==> config.mk <==
export PLATFORM = sky130hd
export DESIGN_NAME = fetch_sequencer
export DESIGN_NICKNAME = d
export VERILOG_FILES = /design/src/rtl/mips_pkg.sv /design/src/rtl/fetch_skid_buf.sv /design/src/rtl/fetch_sequencer.sv
export SDC_FILE = /design/constraint.sdc
export NUM_CORES = 1
export LEC_CHECK = 0
export ABC_AREA = 1
export ABC_CLOCK_PERIOD_IN_PS = 3100
export BUFFER_PORTS_ARGS = -buffer_cell sky130_fd_sc_hd__buf_2
export CELL_PAD_IN_SITES_DETAIL_PLACEMENT = 1
export CELL_PAD_IN_SITES_GLOBAL_PLACEMENT = 2
export CORE_MARGIN = 5
export CORE_UTILIZATION = 35
export CTS_BUF_LIST = sky130_fd_sc_hd__clkbuf_4
export DETAILED_ROUTE_END_ITERATION = 12
export PLACE_DENSITY_LB_ADDON = 0.1
export SYNTH_ARGS = -nofsm -noshare
export SYNTH_HDL_FRONTEND = slang
export SYNTH_SLANG_ARGS = --single-unit
==> constraint.sdc <==
create_clock -name clk -period 3.1 [get_ports clk]
set_clock_uncertainty 0.05 [all_clocks]
set_input_delay 0 -clock clk [delete_from_list [all_inputs] [get_ports clk]]
set_output_delay 0 -clock clk [all_outputs]
set_load 0.03 [all_outputs]
==> src/rtl/mips_pkg.sv <==
// Shared constants for the MIPS fetch front end: reset vector, fetch FSM encodings
// and the NOP word used for an empty F/D register.
package mips_pkg;

  localparam int unsigned XLEN     = 32;
  localparam logic [31:0] RESET_PC = 32'h0000_3000;
  localparam logic [31:0] NOP      = 32'h0000_0000;

  typedef logic [1:0] fetch_state_t;

  localparam fetch_state_t ST_IDLE = 2'd0;
  localparam fetch_state_t ST_REQ  = 2'd1;
  localparam fetch_state_t ST_WAIT = 2'd2;
  localparam fetch_state_t ST_FULL = 2'd3;

endpackage

==> src/rtl/fetch_skid_buf.sv <==
// One-entry {pc, instr} holding buffer that catches a fetch response arriving while
// the F/D register is stalled. Clear beats load, load beats pop.
module fetch_skid_buf
  import mips_pkg::*;
#(
  parameter int unsigned W = XLEN
) (
  input  logic         clk,
  input  logic         rst_n,
  input  logic         load_i,
  input  logic         pop_i,
  input  logic         clear_i,
  input  logic [W-1:0] pc_i,
  input  logic [W-1:0] instr_i,
  output logic         valid_o,
  output logic [W-1:0] pc_o,
  output logic [W-1:0] instr_o
);

  logic         valid_q;
  logic [W-1:0] pc_q;
  logic [W-1:0] instr_q;

  // NOTE: state registers use non-blocking (<=) assignments so every flop samples
  // pre-edge values regardless of block ordering.
  always_ff @(posedge clk or negedge rst_n) begin
    if (!rst_n) begin
      valid_q <= 1'b0;
    end else if (clear_i) begin
      valid_q <= 1'b0;
    end else if (load_i) begin
      valid_q <= 1'b1;
    end else if (pop_i) begin
      valid_q <= 1'b0;
    end
  end

  // NOTE: the payload is qualified by valid_q, so it carries no reset; only the
  // control bit needs a defined value out of reset.
  always_ff @(posedge clk) begin
    if (load_i && !clear_i) begin
      pc_q    <= pc_i;
      instr_q <= instr_i;
    end
  end

  assign valid_o = valid_q;
  assign pc_o    = pc_q;
  assign instr_o = instr_q;

endmodule

==> src/rtl/fetch_sequencer.sv <==
// Fetch PC owner and instruction-fetch sequencer for the 5-stage MIPS pipeline:
// single-outstanding imem handshake, F/D output register, skid buffer, delay-slot redirects.
module fetch_sequencer #(
  parameter int unsigned          XLEN     = 32,
  parameter logic [XLEN-1:0]      RESET_PC = 32'h0000_3000
) (
  input  logic            clk,
  input  logic            rst_n,
  input  logic            stall_i,
  input  logic            redirect_i,
  input  logic [XLEN-1:0] redirect_pc_i,
  output logic            imem_req_o,
  output logic [XLEN-1:0] imem_addr_o,
  input  logic            imem_gnt_i,
  input  logic            imem_rvalid_i,
  input  logic [XLEN-1:0] imem_rdata_i,
  output logic            if_valid_o,
  output logic [XLEN-1:0] if_instr_o,
  output logic [XLEN-1:0] if_pc_o
);

  import mips_pkg::*;

  fetch_state_t    state_q, state_d;
  logic [XLEN-1:0] pc_q, pc_d;
  logic [XLEN-1:0] rsp_pc_q, rsp_pc_d;
  logic            kill_q, kill_d;
  logic            out_valid_q, out_valid_d;
  logic [XLEN-1:0] out_instr_q, out_instr_d;
  logic [XLEN-1:0] out_pc_q, out_pc_d;

  logic            skid_valid, skid_valid_nxt;
  logic            skid_load, skid_pop, skid_clear;
  logic [XLEN-1:0] skid_pc, skid_instr;

  logic            consume, redirect, grant, rsp_fire, rsp_keep;
  logic [1:0]      occ_next;

  assign consume  = out_valid_q & ~stall_i;
  // A redirect only counts on the edge that consumes its delay slot.
  assign redirect = redirect_i & consume;
  assign grant    = (state_q == ST_REQ) & imem_gnt_i;
  assign rsp_fire = (state_q == ST_WAIT) & imem_rvalid_i;
  assign rsp_keep = rsp_fire & ~kill_q & ~redirect;

  fetch_skid_buf #(
    .W (XLEN)
  ) u_skid (
    .clk     (clk),
    .rst_n   (rst_n),
    .load_i  (skid_load),
    .pop_i   (skid_pop),
    .clear_i (skid_clear),
    .pc_i    (rsp_pc_q),
    .instr_i (imem_rdata_i),
    .valid_o (skid_valid),
    .pc_o    (skid_pc),
    .instr_o (skid_instr)
  );

  // Response routing into the F/D register and skid, oldest entry first.
  // NOTE: every output of a combinational block gets a default first, so no path
  // leaves a signal unassigned and no latch is inferred.
  always_comb begin
    out_valid_d = out_valid_q;
    out_instr_d = out_instr_q;
    out_pc_d    = out_pc_q;
    skid_load   = 1'b0;
    skid_pop    = 1'b0;
    skid_clear  = 1'b0;
    if (redirect) begin
      out_valid_d = 1'b0;
      out_instr_d = NOP;
      skid_clear  = 1'b1;
    end else if (!(out_valid_q && stall_i)) begin
      if (skid_valid) begin
        out_valid_d = 1'b1;
        out_instr_d = skid_instr;
        out_pc_d    = skid_pc;
        skid_pop    = 1'b1;
        skid_load   = rsp_keep;
      end else if (rsp_keep) begin
        out_valid_d = 1'b1;
        out_instr_d = imem_rdata_i;
        out_pc_d    = rsp_pc_q;
      end else begin
        out_valid_d = 1'b0;
      end
    end else if (rsp_keep) begin
      skid_load = 1'b1;
    end
  end

  always_comb begin
    skid_valid_nxt = skid_valid;
    if (skid_clear) begin
      skid_valid_nxt = 1'b0;
    end else if (skid_load) begin
      skid_valid_nxt = 1'b1;
    end else if (skid_pop) begin
      skid_valid_nxt = 1'b0;
    end
    occ_next = {1'b0, out_valid_d} + {1'b0, skid_valid_nxt};
  end

  // Sequencing: a request is only issued when its response is sure to have a slot.
  always_comb begin
    state_d  = state_q;
    pc_d     = pc_q;
    rsp_pc_d = rsp_pc_q;
    kill_d   = kill_q;
    case (state_q)
      ST_IDLE: state_d = ST_REQ;
      ST_REQ: begin
        if (grant) begin
          state_d  = ST_WAIT;
          pc_d     = pc_q + XLEN'(4);
          rsp_pc_d = pc_q;
        end
      end
      ST_WAIT: begin
        if (rsp_fire) begin
          kill_d  = 1'b0;
          state_d = (occ_next < 2'd2) ? ST_REQ : ST_FULL;
        end
      end
      ST_FULL: begin
        if (occ_next < 2'd2) begin
          state_d = ST_REQ;
        end
      end
      default: state_d = ST_IDLE;
    endcase

    if (redirect) begin
      pc_d    = {redirect_pc_i[XLEN-1:2], 2'b00};
      kill_d  = grant | ((state_q == ST_WAIT) & ~imem_rvalid_i);
      state_d = kill_d ? ST_WAIT : ST_REQ;
    end
  end

  always_ff @(posedge clk or negedge rst_n) begin
    if (!rst_n) begin
      state_q     <= ST_IDLE;
      pc_q        <= RESET_PC;
      rsp_pc_q    <= '0;
      kill_q      <= 1'b0;
      out_valid_q <= 1'b0;
      out_instr_q <= NOP;
      out_pc_q    <= '0;
    end else begin
      state_q     <= state_d;
      pc_q        <= pc_d;
      rsp_pc_q    <= rsp_pc_d;
      kill_q      <= kill_d;
      out_valid_q <= out_valid_d;
      out_instr_q <= out_instr_d;
      out_pc_q    <= out_pc_d;
    end
  end

  assign imem_req_o  = (state_q == ST_REQ);
  assign imem_addr_o = {pc_q[XLEN-1:2], 2'b00};
  assign if_valid_o  = out_valid_q;
  assign if_instr_o  = out_instr_q;
  assign if_pc_o     = out_pc_q;

endmodule

==> results.py <==
metrics = {
    "outcome": {
        "status": "finished clean",
    },
    "cts": {
        "htree_levels": 4,
        "cts_tree": "yes",
        "postCtsSetupBuffers": 0,
        "clk_pin_slew_worst_paths_ns": 0.19,
        "cts-buffers-inserted": 17,
        "cts.sinks": 189,
        "cts_resized": 0,
        "cts_hold_buf": 80,
        "cts_root_buffer": "clkbuf_4",
        "clk_path_buf_depth": 2,
        "insertion_delay_ns": 0.59,
    },
    "worst_setup_path": {
        "critPathKind": "flop to flop",
        "critical_path.top_delay_family": "simple AND/OR/NAND/NOR gates",
        "worst-path-max-fanout": 48,
        "worst_ep_required_time_ns": 3.52,
        "regToRegStartpoint": "state_q[0]$_DFFE_PN0P_",
        "arrival_ns": 2.94,
        "cp-start-kind": "flop",
        "max_stage_delay_ns": 0.48,
        "cp_num_buf_inv": 2,
        "worst_path_max_delay_cell": "dfrtp_1",
        "endpoint_kind": "flop",
        "worstPathCellList": "inv_1 > ha_1 > nand2_1 > nor2_1 > nand2_2 > a21oi_4 > buf_4 > o21ai_0 > o21a_1",
        "cp-startpoint": "state_q[0]$_DFFE_PN0P_",
    },
    "placement": {
        "gp_congestion": 0.7843,
        "io_buffers": 161,
        "hpwl_um": 16970,
    },
    "die": {
        "ioPinCount": 168,
        "fp.dieH_um": 166.4,
        "design.die.area_sq_um": 27700,
        "row_count": 57,
        "core-area_sq_um": 24180,
        "start_util_pct": 35.43,
        "die_width_um": 166.4,
    },
    "synth": {
        "async_flop_share_pct": 67.20,
        "ys_top_cells_by_area": "dfrtp_1, edfxtp_1, nand2_1",
        "synth_common_cells": "nand2_1, dfrtp_1, nor2_1",
        "yosysTopAreaCell": "dfrtp_1",
        "synth.distinct_cells": 35,
        "yosys_warnings": 0,
        "synthFlopType": "dfrtp_1",
        "yosysTopAreaCellShare_pct": 36.52,
        "syn_area_per_cell_sq_um": 9.496,
        "synthMostInstantiatedCell": "nand2_1",
        "synth_area_sq_um": 8566,
        "ys_seq_elements": 189,
        "yosysSeqAreaShare_pct": 58.87,
        "synth_cells": 902,
        "synth_edf_count": 62,
    },
    "global_routing": {
        "grt_max_degree": 65,
        "gr-total-overflow": 0,
        "grt_pass1_vias": 7356,
        "grtUsageTotal_pct": 18.30,
        "grt_pass1_wl_um": 40860,
        "antenna_found_initial": 1,
    },
    "power_and_ir_drop": {
        "switching_share_pct": 47.21,
        "p_clk_share_pct": 14.3,
        "p_sw_uw": 4550,
        "combPwrFrac_pct": 43.0,
        "cellPowerDensity_nw_per_um2": 891.2,
        "leakage_uw": 0.004769,
        "fin_total_pwr_uw": 9637,
        "p_int_uw": 5088,
        "ir_drop_mv": 0.3419,
        "seq_power_share_pct": 42.7,
    },
    "detailed_routing": {
        "vias_per_cell": 4.681,
        "postRouteAntennaNets": 0,
        "drtIter0Drc": 326,
        "wl_um": 24920,
        "vias": 6905,
        "wl_per_cell_um": 16.89,
        "first_pass_iters": 4,
        "drc": 0,
    },
    "timing": {
        "report.final.slew_viol_count": 0,
        "setup_tns_ns": 0,
        "grt_setup_unrepaired": "no",
        "worstMarginPinSlew_ns": 0.6696,
        "fmax_ghz": 0.3977,
        "setup_viol": 0,
        "period_share_pct": 81.12,
        "fin_hold_ws_ns": 0.08063,
        "finalHoldViolations": 0,
        "min_period_ns": 2.515,
        "slew_headroom_pct": 55.36,
    },
    "cells_and_area": {
        "syn_to_final_growth_pct": 26.25,
        "finalNetCount": 1211,
        "final_core_util_pct": 44.73,
        "drive_above_1_share_pct": 19.93,
    },
    "worst_hold_path": {
        "hold_path.class": "input pin to flop",
        "hold_start": "imem_rdata_i[27]",
    },
    "run": {
        "maxCapViolations": 0,
    },
}
## layout by cell type (no fill, tap or decap), types with 45 or more instances in the layout
master and instances:
inv_1 55, dfrtp_1 124, nand3_1 45, nor2_1 121
o21ai_0 71, buf_2 160, nand2_1 222, dlygate4sd3_1 80
edfxtp_1 62
## state kept, by name (all words and copies together) (netlist names)
register,count
if_instr_o,32
u_skid.instr_o,32
if_pc_o,30
pc_q,30
rsp_pc_q,30
u_skid.pc_o,30
state_q,2
if_valid_o,1
kill_q,1
u_skid.valid_o,1
## area by class of cell
class	count	area [sq um]
tap	324	405.4
sequential	189	5044
clock inverter	15	167.7
antenna	2	5.005
multi-input combinational	613	3088
inverter	59	222.7
timing repair buffer	256	1754
clock buffer	17	127.6
fill	2843	13360
## worst paths after layout
check / to / slack, ns / depth (start not counted)
max: if_pc_o[29]$_DFFE_PN0P_ / 0.59 / 9
min: u_skid.instr_o[27]$_DFFE_PP_ / 0.08 / 2
max reg2reg: if_pc_o[29]$_DFFE_PN0P_ / 0.59 / 9
min reg2reg: u_skid.pc_o[2]$_DFFE_PP_ / 0.43 / 0
max in group asynchronous: pc_q[12]$_DFFE_PN1P_ / 2.10 / 4
min in group asynchronous: if_pc_o[25]$_DFFE_PN0P_ / 0.51 / 4
## kinds of logic (layout without fill, tap and decap cells)
kind of cell | Yosys count | after routing | share of synthesized area (%)
AO/OA/AOI/OAI | 157 | 157 | 11.26
XOR/XNOR | 6 | 6 | 0.6135
adder cells (fa/ha/maj) | 5 | 5 | 0.7304
buffers and inverters | 103 | 347 | 5.302
flip-flops | 189 | 189 | 58.87
multiplexers | 32 | 32 | 3.739
other | 1 | 6 | 0.04378
AND/OR/NAND/NOR | 409 | 409 | 19.44
## per-stage QoR
stage	instance area [sq um]	setup WS, ns	cells
2_1_floorplan	8577	0.4188	905
3_3_place_gp	9686	0.7319	1360
4_1_cts	10800	0.5905	1472
3_5_place_dp	9686	0.6803	1360
5_1_grt	10810	0.3953	1475
6_report	10810	0.5852	1475
## worst register-to-register path: cells and delay by family, from the launching register on
family	cells	cell delay (ns)
simple gates	3	0.70
fa+ha+maj	1	0.18
compound gates	3	0.51
flops	1	0.48
buf+inv	2	0.48
## power by group through the flow
stage | Clock, uW | Combinational (uW) | Sequential [uW]
6_report | 1380 | 4150 | 4110
5_1_grt | 1540 | 4600 | 4250
4_1_cts | 1450 | 4210 | 4140
3_5_place_dp | 0 | 4110 | 4200
3_3_place_gp | 0 | 4050 | 4170
2_1_floorplan | 0 | 1720 | 5130
## per-layer routing
metal / GRT usage, % / routed length (um) / part of all wire, % / vias to the layer above
met1: 25.18 / 11900 / 48 / 3279
met5: 0 / 0 / 0 / -
met2: 30.26 / 11800 / 47 / 131
met4: 4.660 / 347 / 1.4 / 0
met3: 3.129 / 873 / 3.5 / 27
li1: - / - / - / 3468
No activity file was read; power rests on OpenSTA's default activity.
